==> src/rtl/sr04_multi_ranger_if.sv <==
// Bus bundle for the multi-channel HC-SR04 ranging controller.
// The controller connects through the slave modport. The master modport is for
// whatever drives it, such as tick generators, sequencing logic or a testbench.
//   iEn/iStart      sweep control (continuous enable, single-sweep pulse)
//   iTick/imSec     shared 1us / 1ms strobes
//   iEcho           raw, asynchronous echo lines, one per sensor
//   oTrig           one-hot trigger while a channel is being fired
//   oDistance       packed per-channel distance in cm, channel k at [k*DIST_W +: DIST_W]
//   oValid/oValidCh one-cycle pulse and its channel when a distance is written
//   oError          sticky per-channel timeout flags
//   oBusy           controller is not idle
interface sr04_multi_ranger_if #(
    parameter int N_CH   = 4,
    parameter int DIST_W = 9,
    parameter int CH_W   = (N_CH > 1) ? $clog2(N_CH) : 1
);
    logic                     iEn;
    logic                     iStart;
    logic                     iTick;
    logic                     imSec;
    logic [N_CH-1:0]          iEcho;
    logic [N_CH-1:0]          oTrig;
    logic [N_CH*DIST_W-1:0]   oDistance;
    logic                     oValid;
    logic [CH_W-1:0]          oValidCh;
    logic [N_CH-1:0]          oError;
    logic                     oBusy;

    modport slave (
        input  iEn, iStart, iTick, imSec, iEcho,
        output oTrig, oDistance, oValid, oValidCh, oError, oBusy
    );

    modport master (
        output iEn, iStart, iTick, imSec, iEcho,
        input  oTrig, oDistance, oValid, oValidCh, oError, oBusy
    );
endinterface

==> src/rtl/sr04_multi_ranger.sv <==
// Multi-channel HC-SR04 ranging controller.
// A single FSM serves N_CH sensors in round-robin order. For each channel it
// fires the trigger, times the echo, converts the time to cm with a multi-cycle
// divider, and then waits out a hold-off gap before moving on.
// Ports:
//   iClk   system clock
//   iRst   asynchronous, active-high reset
//   bus    sr04_multi_ranger_if.slave (see the interface file for signal list)
// Build option:
//   SR04_AVG_EN  when defined, each stored distance is the average of the
//                previous stored value and the new result. The first result
//                after reset, or after a timeout on that channel, is loaded
//                directly.
//
// state     | meaning
// ----------+-----------------------------------------------------------
// IDLE      | waiting for iStart or iEn
// TRIG      | trigger high on current channel for TRIG_US ticks
// WAIT_RISE | waiting for synchronised echo rising edge (timeout armed)
// MEASURE   | counting echo microseconds until falling edge (timeout armed)
// CALC      | repeated-subtraction divide of us by US_PER_CM
// GAP       | hold-off of GAP_MS ms, then next channel / wrap
module sr04_multi_ranger #(
    parameter int N_CH       = 4,
    parameter int DIST_W     = 9,
    parameter int MAX_CM     = 400,
    parameter int US_PER_CM  = 58,
    parameter int TRIG_US    = 10,
    parameter int TIMEOUT_MS = 30,
    parameter int GAP_MS     = 60
) (
    input  logic               iClk,
    input  logic               iRst,
    sr04_multi_ranger_if.slave bus
);
    localparam int CH_W   = (N_CH > 1) ? $clog2(N_CH) : 1;
    localparam int US_MAX = MAX_CM * US_PER_CM;
    localparam int US_W   = $clog2(US_MAX + 1);
    localparam int TRIG_W = $clog2(TRIG_US + 1);
    localparam int MS_MAX = (TIMEOUT_MS > GAP_MS) ? TIMEOUT_MS : GAP_MS;
    localparam int MS_W   = $clog2(MS_MAX + 1);

    typedef enum logic [2:0] {
        S_IDLE, S_TRIG, S_WAIT_RISE, S_MEASURE, S_CALC, S_GAP
    } state_t;

    state_t                        state_q, state_d;
    logic [CH_W-1:0]               ch_q;
    logic [N_CH-1:0]               echo_s1_q, echo_s2_q, echo_s3_q;
    logic [TRIG_W-1:0]             trig_cnt_q;
    logic [MS_W-1:0]               ms_cnt_q;
    logic [US_W-1:0]               us_q;
    logic [DIST_W-1:0]             quot_q;
    logic [N_CH-1:0][DIST_W-1:0]   dist_q;
    logic [N_CH-1:0]               err_q;
    logic                          valid_q;
    logic [CH_W-1:0]               valid_ch_q;

    logic              rise, fall, trig_done, ms_done, calc_done, last_ch, timeout;
    logic [DIST_W-1:0] wr_dist;

    // Edges use stages 2 and 3, so an echo that is already high when WAIT_RISE
    // is entered shows no edge.
    assign rise      = echo_s2_q[ch_q] & ~echo_s3_q[ch_q];
    assign fall      = ~echo_s2_q[ch_q] & echo_s3_q[ch_q];
    assign trig_done = bus.iTick && (trig_cnt_q == TRIG_W'(1));
    assign ms_done   = bus.imSec && (ms_cnt_q == MS_W'(1));
    assign calc_done = (us_q < US_W'(US_PER_CM)) || (quot_q == DIST_W'(MAX_CM));
    assign last_ch   = (ch_q == CH_W'(N_CH - 1));
    assign timeout   = ((state_q == S_WAIT_RISE) || (state_q == S_MEASURE)) && ms_done;

`ifdef SR04_AVG_EN
    logic [N_CH-1:0] have_q;
    logic [DIST_W:0] avg_sum;

    assign avg_sum = {1'b0, dist_q[ch_q]} + {1'b0, quot_q};
    assign wr_dist = have_q[ch_q] ? DIST_W'(avg_sum >> 1) : quot_q;

    always_ff @(posedge iClk or posedge iRst) begin
        if (iRst) begin
            have_q <= '0;
        end else if (timeout) begin
            have_q[ch_q] <= 1'b0;
        end else if ((state_q == S_CALC) && calc_done) begin
            have_q[ch_q] <= 1'b1;
        end
    end
`else
    assign wr_dist = quot_q;
`endif

    always_ff @(posedge iClk or posedge iRst) begin
        if (iRst) begin
            state_q <= S_IDLE;
        end else begin
            state_q <= state_d;
        end
    end

    always_comb begin
        state_d = state_q;
        case (state_q)
            S_IDLE:      if (bus.iStart || bus.iEn) state_d = S_TRIG;
            S_TRIG:      if (trig_done) state_d = S_WAIT_RISE;
            S_WAIT_RISE: if (timeout) state_d = S_GAP;
                         else if (rise) state_d = S_MEASURE;
            S_MEASURE:   if (timeout) state_d = S_GAP;
                         else if (fall) state_d = S_CALC;
            S_CALC:      if (calc_done) state_d = S_GAP;
            S_GAP:       if (ms_done) state_d = (last_ch && !bus.iEn) ? S_IDLE : S_TRIG;
            default:     state_d = S_IDLE;
        endcase
    end

    always_ff @(posedge iClk or posedge iRst) begin
        if (iRst) begin
            ch_q       <= '0;
            echo_s1_q  <= '0;
            echo_s2_q  <= '0;
            echo_s3_q  <= '0;
            trig_cnt_q <= '0;
            ms_cnt_q   <= '0;
            us_q       <= '0;
            quot_q     <= '0;
            dist_q     <= '0;
            err_q      <= '0;
            valid_q    <= 1'b0;
            valid_ch_q <= '0;
        end else begin
            echo_s1_q <= bus.iEcho;
            echo_s2_q <= echo_s1_q;
            echo_s3_q <= echo_s2_q;
            valid_q   <= 1'b0;
            case (state_q)
                S_IDLE: begin
                    if (state_d == S_TRIG) begin
                        ch_q       <= '0;
                        trig_cnt_q <= TRIG_W'(TRIG_US);
                    end
                end
                S_TRIG: begin
                    if (bus.iTick) trig_cnt_q <= trig_cnt_q - TRIG_W'(1);
                    if (trig_done) begin
                        us_q     <= '0;
                        quot_q   <= '0;
                        ms_cnt_q <= MS_W'(TIMEOUT_MS);
                    end
                end
                S_WAIT_RISE, S_MEASURE: begin
                    if ((state_q == S_MEASURE) && bus.iTick && (us_q != US_W'(US_MAX)))
                        us_q <= us_q + US_W'(1);
                    if (timeout) begin
                        err_q[ch_q] <= 1'b1;
                        ms_cnt_q    <= MS_W'(GAP_MS);
                    end else if (bus.imSec) begin
                        ms_cnt_q <= ms_cnt_q - MS_W'(1);
                    end
                end
                S_CALC: begin
                    if (calc_done) begin
                        dist_q[ch_q] <= wr_dist;
                        err_q[ch_q]  <= 1'b0;
                        valid_q      <= 1'b1;
                        valid_ch_q   <= ch_q;
                        ms_cnt_q     <= MS_W'(GAP_MS);
                    end else begin
                        us_q   <= us_q - US_W'(US_PER_CM);
                        quot_q <= quot_q + DIST_W'(1);
                    end
                end
                S_GAP: begin
                    if (ms_done) begin
                        ch_q       <= last_ch ? '0 : ch_q + CH_W'(1);
                        trig_cnt_q <= TRIG_W'(TRIG_US);
                    end else if (bus.imSec) begin
                        ms_cnt_q <= ms_cnt_q - MS_W'(1);
                    end
                end
                default: ;
            endcase
        end
    end

    // oTrig is decoded straight from the state register so that an async
    // reset drops the trigger without waiting for a clock edge.
    assign bus.oTrig     = (state_q == S_TRIG) ? (N_CH'(1) << ch_q) : '0;
    assign bus.oDistance = dist_q;
    assign bus.oValid    = valid_q;
    assign bus.oValidCh  = valid_ch_q;
    assign bus.oError    = err_q;
    assign bus.oBusy     = (state_q != S_IDLE);
endmodule
==> src/flat_wrapper.sv <==
// flat-port wrapper written by rule: the top's interface ports become plain ports
module sr04_multi_ranger_flat 
#(
    parameter int N_CH       = 4,
    parameter int DIST_W     = 9,
    parameter int MAX_CM     = 400,
    parameter int US_PER_CM  = 58,
    parameter int TRIG_US    = 10,
    parameter int TIMEOUT_MS = 30,
    parameter int GAP_MS     = 60
)
  (iClk, iRst, bus_iEn, bus_iStart, bus_iTick, bus_imSec, bus_iEcho, bus_oTrig, bus_oDistance, bus_oValid, bus_oValidCh, bus_oError, bus_oBusy);
  sr04_multi_ranger_if #(.N_CH(N_CH), .DIST_W(DIST_W)) bus_i ();
  input  logic iClk;
  input  logic iRst;
  input wire logic [$bits(bus_i.iEn)-1:0] bus_iEn;
  input wire logic [$bits(bus_i.iStart)-1:0] bus_iStart;
  input wire logic [$bits(bus_i.iTick)-1:0] bus_iTick;
  input wire logic [$bits(bus_i.imSec)-1:0] bus_imSec;
  input wire logic [$bits(bus_i.iEcho)-1:0] bus_iEcho;
  output wire logic [$bits(bus_i.oTrig)-1:0] bus_oTrig;
  output wire logic [$bits(bus_i.oDistance)-1:0] bus_oDistance;
  output wire logic [$bits(bus_i.oValid)-1:0] bus_oValid;
  output wire logic [$bits(bus_i.oValidCh)-1:0] bus_oValidCh;
  output wire logic [$bits(bus_i.oError)-1:0] bus_oError;
  output wire logic [$bits(bus_i.oBusy)-1:0] bus_oBusy;
  assign bus_i.iEn = bus_iEn;
  assign bus_i.iStart = bus_iStart;
  assign bus_i.iTick = bus_iTick;
  assign bus_i.imSec = bus_imSec;
  assign bus_i.iEcho = bus_iEcho;
  assign bus_oTrig = bus_i.oTrig;
  assign bus_oDistance = bus_i.oDistance;
  assign bus_oValid = bus_i.oValid;
  assign bus_oValidCh = bus_i.oValidCh;
  assign bus_oError = bus_i.oError;
  assign bus_oBusy = bus_i.oBusy;
  sr04_multi_ranger #(.N_CH(N_CH), .DIST_W(DIST_W), .MAX_CM(MAX_CM), .US_PER_CM(US_PER_CM), .TRIG_US(TRIG_US), .TIMEOUT_MS(TIMEOUT_MS), .GAP_MS(GAP_MS)) u_core (.iClk(iClk), .iRst(iRst), .bus(bus_i));
endmodule
==> config.mk <==
export PLATFORM = sky130hd
export DESIGN_NAME = sr04_multi_ranger_flat
export DESIGN_NICKNAME = d
export VERILOG_FILES = /design/src/rtl/sr04_multi_ranger_if.sv /design/src/rtl/sr04_multi_ranger.sv /design/src/flat_wrapper.sv
export SDC_FILE = /design/constraint.sdc
export NUM_CORES = 1
export LEC_CHECK = 0
export BUFFER_PORTS_ARGS = -buffer_cell sky130_fd_sc_hd__buf_2
export CELL_PAD_IN_SITES_DETAIL_PLACEMENT = 1
export CELL_PAD_IN_SITES_GLOBAL_PLACEMENT = 2
export CORE_MARGIN = 8
export CORE_UTILIZATION = 38
export CTS_CLUSTER_SIZE = 16
export DETAILED_ROUTE_END_ITERATION = 8
export PLACE_DENSITY_LB_ADDON = 0.1
export SYNTH_ARGS = -nofsm -noshare
export SYNTH_HDL_FRONTEND = slang
export SYNTH_SLANG_ARGS = --single-unit
==> constraint.sdc <==
create_clock -name iClk -period 4 [get_ports iClk]
set_clock_uncertainty 0.05 [all_clocks]
set_input_delay 0.6 -clock iClk [delete_from_list [all_inputs] [get_ports iClk]]
set_output_delay 0.6 -clock iClk [all_outputs]
set_load 0.005 [all_outputs]
=== After elaboration in Yosys (flattened, before gate mapping) ===
Cells that the tools add are included.

* Bits in registers: 94
* Input bits: 10

* Add/sub/neg operators: 6
* $lt $le $gt $ge: 3
* Eq/ne operators: 20
* Shifts and indexed selects: 1
* Mux-type cells: 46
* Bitwise operators: 7
* Reductions and logical operators: 27

{| class="wikitable"
|+ Operators by type and width
! kind !! count
|-
| $mux W15 || 3
|-
| $pmux W15 S3 || 1
|-
| $bwmux W36 || 1
|-
| $mux W6 || 5
|-
| $mux W9 || 3
|-
| $mux W3 || 8
|-
| $mux W4 || 6
|-
| $pmux W6 S4 || 1
|-
| $demux W9 S2 || 1
|-
| $pmux W3 S6 || 1
|-
| $pmux W9 S2 || 1
|-
| $add A15 B1 Y15 const B || 1
|-
| $lt A15 B6 Y1 const B || 1
|-
| $ne A15 B15 Y1 const B || 1
|-
| $sub A15 B6 Y15 const B || 1
|-
| $ne A2 B1 Y1 const B || 6
|-
| $pmux W4 S3 || 1
|-
| $reduce_and A4 Y1 || 3
|-
| $add A9 B1 Y9 const B || 1
|-
| $eq A9 B9 Y1 const B || 1
|-
| $reduce_and A3 Y1 || 3
|-
| $reduce_bool A3 Y1 || 3
|-
| $pmux W4 S2 || 1
|-
| $logic_and A1 B1 Y1 || 7
|-
| other kinds (30) || 49
|}

=== Depth between registers and ports, before layout ===
Gate-level depths: netlist (run 1).

* Depth after elaboration: 10
* Depth in mapped cells: 9

=== Worst setup path before layout (run 1) ===
Ideal clock, no wire load.

* Path kind: register to register
* From: register u_core.quot_q[2]
* To: register u_core.valid_ch_q[0] (netlist: u_core.bus.oValidCh[0])
* Setup time: 0.125 ns
* Arrival: 2.227 ns
* Required time: 3.825 ns
* Slack: 1.598 ns
* Cell stages (with the launch flop): 8
* Clock period less this slack: 2.402 ns
* Cell sequence: dfrtp_1 -> buf_4 -> or4b_1 -> or2_1 -> buf_2 -> a21oi_4 -> buf_4 -> mux2_2

* Cells in the longest elaborated chain, start to end: 3

{| class="wikitable"
|+ Ends and longest elaborated chain
! item !! line !! source
|-
| start, declared || sr04_multi_ranger.sv:53 || <nowiki>logic [DIST_W-1:0] quot_q;</nowiki>
|-
| start signal, assigned || sr04_multi_ranger.sv:168 || <nowiki>quot_q <= quot_q + DIST_W'(1);</nowiki>
|-
| $eq A9 B9 Y1 || sr04_multi_ranger.sv:68 || <nowiki>assign calc_done = (us_q < US_W'(US_PER_CM)) || (quot_q == DIST_W'(MAX_CM));</nowiki>
|-
| $logic_or A1 B1 Y1 || sr04_multi_ranger.sv:68 ||
|-
| $reduce_and A2 Y1 (no line) || - ||
|-
| end signal, assigned || sr04_multi_ranger.sv:164 || <nowiki>valid_ch_q <= ch_q;</nowiki>
|-
| end, declared || sr04_multi_ranger.sv:57 || <nowiki>logic [CH_W-1:0] valid_ch_q;</nowiki>
|}

No other way between the ends.
A chain may end at the register's enable or synchronous reset.

=== Final worst setup path (run 1) ===
* From: register u_core.quot_q[2]
* To: register u_core.dist_q (netlist bit u_core.bus.oDistance[20])

* Cells in the longest elaborated chain, start to end: 3
* Elaborated cells on any way between the ends: 4
* Those cells by class: 1 x eq/ne; 1 x mux; 2 x reduce/logical

{| class="wikitable"
|+ Ends and longest elaborated chain
! item !! line !! source
|-
| $eq A9 B9 Y1 || sr04_multi_ranger.sv:68 ||
|-
| $logic_or A1 B1 Y1 || sr04_multi_ranger.sv:68 ||
|-
| $reduce_and A2 Y1 (no line) || - ||
|-
| end signal, assigned by index || sr04_multi_ranger.sv:161 || <nowiki>dist_q[ch_q] <= wr_dist;</nowiki>
|-
| end, declared || sr04_multi_ranger.sv:54 || <nowiki>logic [N_CH-1:0][DIST_W-1:0] dist_q;</nowiki>
|}

Parallel ways exist; a longest one is shown, timed or not.

==> results of run 1 <==
==> stage by stage <==
| step | hold WS [ns] | total power (uW) | worst slack (ns) | instance area, um2 |
|---|---|---|---|---|
| 6_report | 0.275 | 4050 | 1.17 | 5710 |
| 5_1_grt | 0.302 | 4360 | 0.978 | 5710 |
| 4_1_cts | 0.296 | 4110 | 1.14 | 5710 |
| 3_5_place_dp | 0.289 | 3220 | 1.14 | 5410 |
| 3_3_place_gp | 0.283 | 3160 | 1.23 | 5410 |
| 2_1_floorplan | 0.281 | 2620 | 0.901 | 4950 |
==> placed cells by master, fill, tap and decap left out, types with 6 or more instances in the layout <==
cell type | synthesis | layout
mux2_1 | 7 | 7
and3_1 | 9 | 9
nor3_1 | 12 | 12
o31ai_1 | 15 | 15
a31oi_1 | 13 | 13
ha_1 | 14 | 14
buf_4 | 3 | 9
buf_2 | 3 | 57
nand3_1 | 15 | 15
o21ai_0 | 20 | 20
inv_1 | 23 | 22
nand2_1 | 20 | 20
nor2_1 | 19 | 19
dfrtp_1 | 94 | 94
and2_1 | 9 | 9
mux2_2 | 31 | 31
nor4_1 | 6 | 6
a21oi_1 | 30 | 30
clkbuf_16 | 0 | 9
==> logic make-up (layout without fill, tap and decap cells) <==
group                    Yosys count  count (layout)  synth area share
flip-flops                        94              94             0.475
AND/OR/NAND/NOR                  138             138             0.166
AO/OA/AOI/OAI                    121             121             0.166
XOR/XNOR                           4               4           0.00707
adder cells (fa/ha/maj)           15              15            0.0374
multiplexers                      45              45             0.108
buffers and inverters             49             104            0.0402
==> power groups by stage <==
stage               logic, uW  registers, uW  clock network [uW]
floorplan                1110           1510                   0
global placement         1510           1650                   0
detailed placement       1550           1670                   0
CTS                      1560           1650                 892
global route             1730           1710                 919
finish                   1530           1650                 870
==> sequential cells by signal, summed over array words and instances (netlist names), named ones only <==
name                  cells
u_core.bus.oValid         1
u_core.echo_s3_q          4
u_core.state_q            3
u_core.echo_s1_q          4
u_core.bus.oDistance     36
u_core.ms_cnt_q           6
u_core.ch_q               2
u_core.us_q              15
u_core.quot_q             9
u_core.trig_cnt_q         4
u_core.bus.oValidCh       2
u_core.echo_s2_q          4
==> worst max-delay path: cells and delay by family, from the launching register on <==
family,cells,cell delay [ns]
AND/OR/NAND/NOR,3,1.19
AO/OA/AOI/OAI,1,0.59
flip-flops,1,0.51
multiplexers,1,0.36
==> how the worst max path moves through the flow <==
stage,slack (ns),startpoint,to
CTS,1.14,u_core.quot_q[2],u_core.bus.oDistance[3]
floorplan,0.90,iRst,asynchronous set/reset pin
detailed placement,1.14,bus_iTick,u_core.us_q[11]
global route,0.98,u_core.us_q[6],u_core.bus.oDistance[2]
finish,1.17,u_core.quot_q[2],u_core.bus.oDistance[20]
global placement,1.23,bus_iTick,u_core.us_q[11]
==> per-layer routing <==
layer / up-vias / routed length (um)
met1: 2006 / 6280
met5: - / 0
met3: 21 / 341
li1: 1837 / -
met2: 58 / 6960
met4: 0 / 272
==> layout make-up <==
type / count / area, um2 / area share
multi-input cells: 323 / 2400 / 0.421
flip-flops and latches: 94 / 2350 / 0.412
well taps: 172 / 215 / 0.0377
inverters: 23 / 88.8 / 0.0156
clock buffers: 9 / 225 / 0.0395
clock inverters: 6 / 71.3 / 0.0125
repair buffers: 66 / 353 / 0.0618
==> impl_metrics.json, run 1 <==
{
  "slew_headroom": 0.432,
  "crit_fanout": 17,
  "post_cts_resized": 0,
  "dp_hpwl_mm": 10.1,
  "syn_avg_cell_area_um2": 10.6,
  "nets": 541,
  "cap_viol_max_count": 0,
  "r2r-start": "u_core.quot_q[2]",
  "gp_congestion": 0.784,
  "core_um2": 12700,
  "setup_violations": 0,
  "grt_first_pass_wirelength_mm": 23.2,
  "clock_latency_ns": 0.35,
  "grt_usage": 0.176,
  "reg2reg_to": "u_core.bus.oDistance[20]",
  "crit_chain": "or4b_1 -> or2_1 -> a21oi_4 -> nand2_4 -> mux2_1",
  "cts_hold_buf": 0,
  "hold_viol_final": 0,
  "die-area_um2": 16900,
  "hold_path.class": "primary input to asynchronous set/reset pin",
  "busiest_layer": "met2",
  "use_met1": 0.222,
  "power_frac_clock": 0.215,
  "fmaxAchievable_ghz": 0.354,
  "ff2ff_setup_slack_ns": 1.17,
  "p_per_area_nw_per_um2": 709,
  "drive_above_1_share": 0.251,
  "yosysMostFrequentCell": "dfrtp_1",
  "die_x_um": 130,
  "clkSlewWorstSetupHoldPaths_ns": 0.07,
  "post_cts_buffers": 0,
  "seqPwrFrac": 0.407,
  "htree_num_levels": 3,
  "synth_seq_area_share": 0.475,
  "ys_warn_count": 0,
  "grt_max_degree": 43,
  "row_count": 41,
  "status": "completed",
  "yosys.area.top_type_share": 0.475,
  "yosysTopAreaCell": "dfrtp_1",
  "swShare": 0.397,
  "boundaryPins": 58,
  "drt_wl_total_mm": 13.9,
  "ys.flop_type": "dfrtp_1",
  "pwr-share-comb": 0.378,
  "grt.overflow.total": 0,
  "die_h_um": 130,
  "dp.cells": 678,
  "clock-root-buffer": "clkbuf_16",
  "critical_path.max_stage_delay_ns": 0.62,
  "dr.first_iter.drc_count": 239,
  "insertedDiodeCount": 0,
  "synthArstFlopShare": 1.00,
  "ff2ff_path_depth": 5,
  "worst_setup_path_end_kind": "flip-flop",
  "syn_to_final_growth_pct": 15.2,
  "grt_pass1_vias": 4399,
  "drc_errors": 0,
  "ir_worst_vdd_uv": 281,
  "grt_antenna_before_repair": 0,
  "rsz0062_at_grt": "false",
  "syn_area_um2": 4950,
  "cts_buffers": 9,
  "dr.pass1.iters": 6,
  "cts.sinks": 94,
  "p_int_uw": 2440,
  "crit_type": "flip-flop to flip-flop",
  "switching_power_uw": 1610,
  "worst_pin_slew_ns": 0.851,
  "grtUsageMet2": 0.296,
  "cp.required_ns": 4.18,
  "period_needed_ns": 2.83,
  "slew_viol_final": 0,
  "synthCells": 466,
  "use_met3": 0.0286,
  "cp_slowest_cell": "or4b_1",
  "ant_nets": 0,
  "finalNonFillerCells": 693,
  "worstPathArrival_ns": 3.01,
  "fillers": 1453,
  "clock_path_buffers": 2,
  "avgRoutedWirePerCell_um": 20.0,
  "via_per_inst": 5.66,
  "ys_ff_latch": 94,
  "synthDistinctLibCells": 62,
  "synthTopCellsByCount": "dfrtp_1 (94), mux2_2 (31), a21oi_1 (30)",
  "synth_nets": 490,
  "routed-via-count": 3922,
  "start_kind": "flip-flop",
  "synth_area_leaders": "dfrtp_1 (47%), mux2_2 (7.0%), ha_1 (3.5%)",
  "tns_ns": 0,
  "portBuffers": 57,
  "power_leakage_uw": 0.00260,
  "initial_utilization": 0.391,
  "cts_tree": "yes",
  "final_util": 0.450,
  "synth_edf_count": 0,
  "min_period_over_period": 0.707
}
Power figures use the tool's default switching activity.
==> run 2, diff against run 1 <==
--- a/config.mk
+++ b/config.mk
@@ -5,11 +5,12 @@
 export SDC_FILE = /design/constraint.sdc
 export NUM_CORES = 1
 export LEC_CHECK = 0
+export ABC_AREA = 1
 export BUFFER_PORTS_ARGS = -buffer_cell sky130_fd_sc_hd__buf_2
 export CELL_PAD_IN_SITES_DETAIL_PLACEMENT = 1
 export CELL_PAD_IN_SITES_GLOBAL_PLACEMENT = 2
 export CORE_MARGIN = 8
-export CORE_UTILIZATION = 38
+export CORE_UTILIZATION = 36
 export CTS_CLUSTER_SIZE = 16
 export DETAILED_ROUTE_END_ITERATION = 8
 export PLACE_DENSITY_LB_ADDON = 0.1
==> constraint.sdc (replaced) <==
create_clock -name iClk -period 2.8 [get_ports iClk]
set_clock_uncertainty 0.05 [all_clocks]
set_input_delay 0.42 -clock iClk [delete_from_list [all_inputs] [get_ports iClk]]
set_output_delay 0.42 -clock iClk [all_outputs]
set_load 0.005 [all_outputs]
==> run 2 against run 1 <==
  * Final cell count increased by 22%
  * Highest routed layer unchanged
  * Critical path depth increased by 7
  * Largest cell class unchanged
  * Critical path type unchanged
  * Critical endpoint is now u_core.us_q[10]
  * Utilization decreased by 2.5 points
  * Sequential share of layout area decreased by 1.4 points
==> impl_metrics.json, run 2 <==
{
  "avgRoutedWirePerCell_um": 16.2,
  "syn_area_um2": 5100,
  "grt_pass1_vias": 4561,
  "period_needed_ns": 2.40,
  "yosysMostFrequentCell": "nand2_1",
  "syn_avg_cell_area_um2": 8.49,
  "cts_buffers": 9,
  "initial_utilization": 0.368,
  "clock_path_buffers": 2,
  "synthArstFlopShare": 1.00,
  "clock-root-buffer": "clkbuf_16",
  "power_frac_clock": 0.243,
  "yosys.area.top_type_share": 0.461,
  "ff2ff_setup_slack_ns": 0.40,
  "synth_seq_area_share": 0.461,
  "fillers": 1680,
  "rsz0062_at_grt": "false",
  "synth_edf_count": 0,
  "switching_power_uw": 2500,
  "core_um2": 13900,
  "final_util": 0.426,
  "design_area_um2": 5910,
  "setup_violations": 0,
  "seqPwrFrac": 0.332,
  "synth_nets": 625,
  "cp.required_ns": 2.95,
  "ys_warn_count": 0,
  "grt.overflow.total": 0,
  "status": "completed",
  "ys_ff_latch": 94,
  "dp.cells": 827,
  "nets": 683,
  "synth_area_leaders": "dfrtp_1 (46%), nand2_1 (11%), inv_1 (4.6%)",
  "synthTopCellsByCount": "nand2_1 (155), dfrtp_1 (94), inv_1 (63)",
  "placed_cell_area_um2": 5560,
  "insertedDiodeCount": 0,
  "grt_max_degree": 84,
  "crit_type": "flip-flop to flip-flop",
  "min_period_over_period": 0.858,
  "power_leakage_uw": 0.00297,
  "startpoint": "u_core.us_q[2]",
  "ys.flop_type": "dfrtp_1",
  "syn_to_final_growth_pct": 15.8,
  "clock_latency_ns": 0.35,
  "dr.pass1.iters": 4,
  "finalNonFillerCells": 843,
  "drc_errors": 0,
  "yosysTopAreaCell": "dfrtp_1",
  "via_per_inst": 5.01,
  "final_common_cell": "nand2_1",
  "drive_above_1_share": 0.195,
  "hp-start": "bus_iEcho[3]",
  "drt_wl_total_mm": 13.7,
  "portBuffers": 57,
  "row_count": 43,
  "routed-via-count": 4221,
  "worst_pin_slew_ns": 0.621,
  "post-place-ws_ns": 0.388,
  "gp_congestion": 0.801,
  "htree_num_levels": 3,
  "multi_input_area_um2": 2370,
  "cts_tree": "yes",
  "slew_headroom": 0.584,
  "grt_first_pass_wirelength_mm": 23.3,
  "hold_path.class": "primary input to flip-flop",
  "cap_viol_max_count": 0,
  "slew_viol_final": 0,
  "ir_worst_vdd_uv": 426,
  "fin_ws_ns": 0.397,
  "pwr-share-comb": 0.425,
  "most-common-layout-cells": "nand2_1 (155), dfrtp_1 (94), inv_1 (62)",
  "start_kind": "flip-flop",
  "fmaxAchievable_ghz": 0.416,
  "ant_nets": 0,
  "dr.first_iter.drc_count": 211,
  "synthCells": 601,
  "die_x_um": 135,
  "p_int_uw": 3410,
  "worstPathArrival_ns": 2.56,
  "tns_ns": 0,
  "synthDistinctLibCells": 43,
  "swShare": 0.423,
  "crit_fanout": 21,
  "cts.sinks": 94,
  "largest_reg_flops": 36,
  "hold_viol_final": 0,
  "p_per_area_nw_per_um2": 1000,
  "clkSlewWorstSetupHoldPaths_ns": 0.07,
  "die-area_um2": 18200,
  "r2r-start": "u_core.us_q[2]",
  "dp_hpwl_mm": 10.2,
  "grt_antenna_before_repair": 0,
  "die_h_um": 135,
  "regArea_um2": 2350,
  "worst_setup_path_end_kind": "flip-flop",
  "grt_usage": 0.160,
  "boundaryPins": 58,
  "post_cts_resized": 0
}
-- run 2: cell count changes after synthesis, sizes merged, moves of 11 or more --
| cell | previous run | this run |
|---|---|---|
| o31ai | 15 | 4 |
| nor2 | 19 | 52 |
| nand2 | 24 | 168 |
| inv | 23 | 70 |
| o21ai | 20 | 37 |
| mux2 | 38 | 12 |
| o21a | 0 | 24 |
| a31oi | 13 | 0 |
| clkbuf | 18 | 2 |
| a21oi | 31 | 15 |
| nand3 | 15 | 41 |
-- run 2: per-layer routing --
layer | vias up | GRT usage | wire length [um] | share of wire
li1 | 2083 | - | - | -
met1 | 2063 | 0.203 | 6460 | 0.47
met2 | 57 | 0.267 | 6590 | 0.48
met3 | 18 | 0.0260 | 390 | 0.028
met4 | 0 | 0.0635 | 251 | 0.018
met5 | - | 0 | 0 | 0
-- run 2: kinds of logic (layout without fill, tap and decap cells) --
family | Yosys count | in the layout | share of synthesized area
AOI/OAI and AO/OA | 97 | 97 | 0.122
xor gates and xnor gates | 10 | 10 | 0.0172
adders and majority gates | 14 | 14 | 0.0343
buffers and inverters | 87 | 149 | 0.0740
DFF | 94 | 94 | 0.461
muxes | 12 | 12 | 0.0265
and+or+nand+nor | 287 | 287 | 0.265
-- run 2: area by class of cell --
type                            count  area share
Multi-Input combinational cell    420       0.402
Sequential cell                    94       0.398
Clock buffer                        9      0.0381
Tap cell                          180      0.0381
Timing Repair Buffer               62      0.0572
Clock inverter                      6      0.0197
Inverter                           72      0.0472
-- run 2: worst paths after layout --
check / end / cells after the start
worst min register to register: u_core.echo_s2_q[0] / 0
worst min-delay path: u_core.echo_s1_q[3] / 1
min in group asynchronous: u_core.us_q[8] / 3
worst max-delay path: u_core.us_q[10] / 12
worst max register to register: u_core.us_q[10] / 12
max in group asynchronous: u_core.echo_s3_q[1] / 4
-- run 2: stage by stage --
stage          power (uW)  hold slack, ns
3_5_place_dp         4550           0.289
3_3_place_gp         4490           0.285
5_1_grt              6430           0.107
2_1_floorplan        3830           0.281
6_report             5910           0.126
4_1_cts              6020           0.110
-- run 2: power groups by stage --
stage               sequential (uW)  combinational [uW]  clock, uW
floorplan                      1920                1910          0
global placement               1970                2510          0
detailed placement             1990                2560          0
CTS                            1970                2570       1480
global route                   2020                2890       1520
finish                         1960                2510       1440
-- run 2: what timing repair did --
action,CTS,global route
buffers inserted,0,0
hold endpoints to repair,11,0
hold buffers,1,0
-- run 2: critical path, cell delays in order (launching register included) --
cell	delay, ns
dfrtp_1	0.43
inv_1	0.10
ha_1	0.21
nor2_2	0.17
nand2_2	0.10
nand2_2	0.10
nor2_2	0.06
nand2_2	0.08
nand2_4	0.07
nand2_8	0.14
nand2_8	0.09
a21oi_4	0.46
o21ai_0	0.18
==> run 3, diff against run 2 <==
--- a/config.mk
+++ b/config.mk
@@ -13,6 +13,7 @@
 export CORE_UTILIZATION = 36
 export CTS_CLUSTER_SIZE = 16
 export DETAILED_ROUTE_END_ITERATION = 8
+export GPL_TIMING_DRIVEN = 0
 export PLACE_DENSITY_LB_ADDON = 0.1
 export SYNTH_ARGS = -nofsm -noshare
 export SYNTH_HDL_FRONTEND = slang
==> run 3 against run 2 <==
  * Cell area rose by 0.95%
  * Highest routed layer unchanged
  * Clock power fell by 9.7%
  * Via count rose by 1.6%
  * Critical path depth fell by 1
  * Worst hold slack got worse by 0.023 ns
  * Maximum frequency rose by 4.3%
==> impl_metrics.json, run 3 (synthesis gave the netlist of run 2 again) <==
{
  "status": "completed",
  "r2r-start": "u_core.quot_q[1]",
  "cp_slowest_cell": "dfrtp_1",
  "finalNonFillerCells": 856,
  "grt.overflow.total": 0,
  "crit_chain": "inv_1 -> ha_1 -> nand2_1 -> nor3_1 -> nand3_1 -> nand2_4 -> nand2_8 -> nor2_4 -> buf_4 -> nand2_1 -> o21a_1",
  "hold_path.class": "primary input to asynchronous set/reset pin",
  "dr.pass1.iters": 4,
  "rsz0062_at_grt": "false",
  "cp.required_ns": 3.00,
  "post_cts_resized": 0,
  "largest_reg_flops": 36,
  "most-common-layout-cells": "nand2_1 (155), dfrtp_1 (94), inv_1 (62)",
  "clkSlewWorstSetupHoldPaths_ns": 0.07,
  "ir_worst_vdd_uv": 401,
  "dp.cells": 840,
  "portBuffers": 57,
  "worst_setup_path_end_kind": "flip-flop",
  "fmaxAchievable_ghz": 0.434,
  "ff2ff_setup_slack_ns": 0.50,
  "grt_pass1_vias": 4540,
  "nets": 695,
  "initial_utilization": 0.368,
  "via_per_inst": 5.01,
  "slew_viol_final": 0,
  "final_common_cell": "nand2_1",
  "tns_ns": 0,
  "setup_violations": 0,
  "reg2reg_to": "u_core.bus.oDistance[28]",
  "htree_num_levels": 3,
  "grt_max_degree": 38,
  "met1_length_mm": 6.52,
  "clock_latency_ns": 0.35,
  "cts.sinks": 94,
  "drive_above_1_share": 0.206,
  "crit_fanout": 10,
  "post_cts_buffers": 0,
  "gp_congestion": 0.829,
  "routed-via-count": 4288,
  "hold_viol_final": 0,
  "insertedDiodeCount": 0,
  "cts_buffers": 9,
  "critical_path.max_stage_delay_ns": 0.40,
  "boundaryPins": 58,
  "met3WireLength_um": 476,
  "start_kind": "flip-flop",
  "period_needed_ns": 2.30,
  "die_x_um": 135,
  "worstPathArrival_ns": 2.50,
  "avgRoutedWirePerCell_um": 16.3,
  "power_leakage_uw": 0.00300,
  "cts_tree": "yes",
  "drc_errors": 0,
  "grt_antenna_before_repair": 0,
  "dr.first_iter.drc_count": 113,
  "min_period_over_period": 0.823,
  "syn_to_final_growth_pct": 16.9,
  "dp_hpwl_mm": 10.5,
  "ant_nets": 0,
  "ff2ff_path_depth": 11,
  "cts_hold_buf": 0,
  "row_count": 43,
  "crit_top_cell": "nand2_1",
  "grt_usage": 0.162,
  "crit_type": "flip-flop to flip-flop",
  "highest_layer": "met4",
  "clock_path_buffers": 2,
  "worst_pin_slew_ns": 0.651,
  "die_h_um": 135,
  "route.met2.wl_mm": 6.80,
  "cap_viol_max_count": 0,
  "p_per_area_nw_per_um2": 987,
  "drt_wl_total_mm": 14.0,
  "core_um2": 13900,
  "slew_headroom": 0.566,
  "final_util": 0.430,
  "grt_first_pass_wirelength_mm": 23.5,
  "clock-root-buffer": "clkbuf_16",
  "die-area_um2": 18200
}
==> run 3: changes by cell type in the layout (fill, tap and decap cells not counted), sizes merged <==
cell,before,now
buf,61,72
bufinv,3,1
clkbuf,9,13
clkinvlp,1,3
dlygate4sd3,1,0
inv,72,71
==> run 3: final cells by class <==
type | instances | area, um2
buffer | 15 | 103
timing repair buffer | 59 | 325
clock inverter | 5 | 65.1
tap | 180 | 225
sequential | 94 | 2350
multi-input combinational | 420 | 2370
clock buffer | 11 | 243
fill | 1694 | 7920
inverter | 72 | 279
==> run 3: critical path: cells and delay by family, from the launching register on <==
| kind | cells | cell delay, ns |
|---|---|---|
| DFF | 1 | 0.40 |
| and+or+nand+nor | 7 | 0.96 |
| AOI/OAI and AO/OA | 1 | 0.11 |
| adders and majority gates | 1 | 0.22 |
| buffers and inverters | 2 | 0.46 |
==> run 3: layer usage <==
| layer | vias up | track usage |
|---|---|---|
| li1 | 2110 | - |
| met1 | 2120 | 0.203 |
| met2 | 44 | 0.273 |
| met3 | 14 | 0.0353 |
| met4 | 0 | 0.0463 |
| met5 | - | 0 |
==> run 3: how the worst max path moves through the flow <==
stage,from,to,slack [ns],depth (start not counted)
2_1_floorplan,u_core.us_q[1],u_core.ms_cnt_q[1],0.86,16
3_3_place_gp,iRst,u_core.echo_s3_q[2],0.46,2
3_5_place_dp,u_core.quot_q[1],u_core.bus.oDistance[28],0.50,11
4_1_cts,u_core.quot_q[1],u_core.bus.oDistance[28],0.49,11
5_1_grt,u_core.quot_q[1],u_core.bus.oDistance[30],0.24,11
6_report,u_core.quot_q[1],u_core.bus.oDistance[28],0.50,11
==> run 3: report_power, final <==
part,switching (uW),total (uW),internal (uW)
clock,570,1300,727
combinational,1730,2640,911
sequential,266,1950,1680
==> run 3: stage by stage <==
stage / hold slack (ns) / power, uW / setup slack [ns] / instance area (um2)
floorplan: 0.281 / 3830 / 0.860 / 5110
global placement: 0.285 / 4550 / 0.457 / 5620
detailed placement: 0.293 / 4660 / 0.501 / 5660
CTS: 0.112 / 5980 / 0.485 / 5970
global route: 0.104 / 6380 / 0.241 / 5970
finish: 0.103 / 5890 / 0.497 / 5970
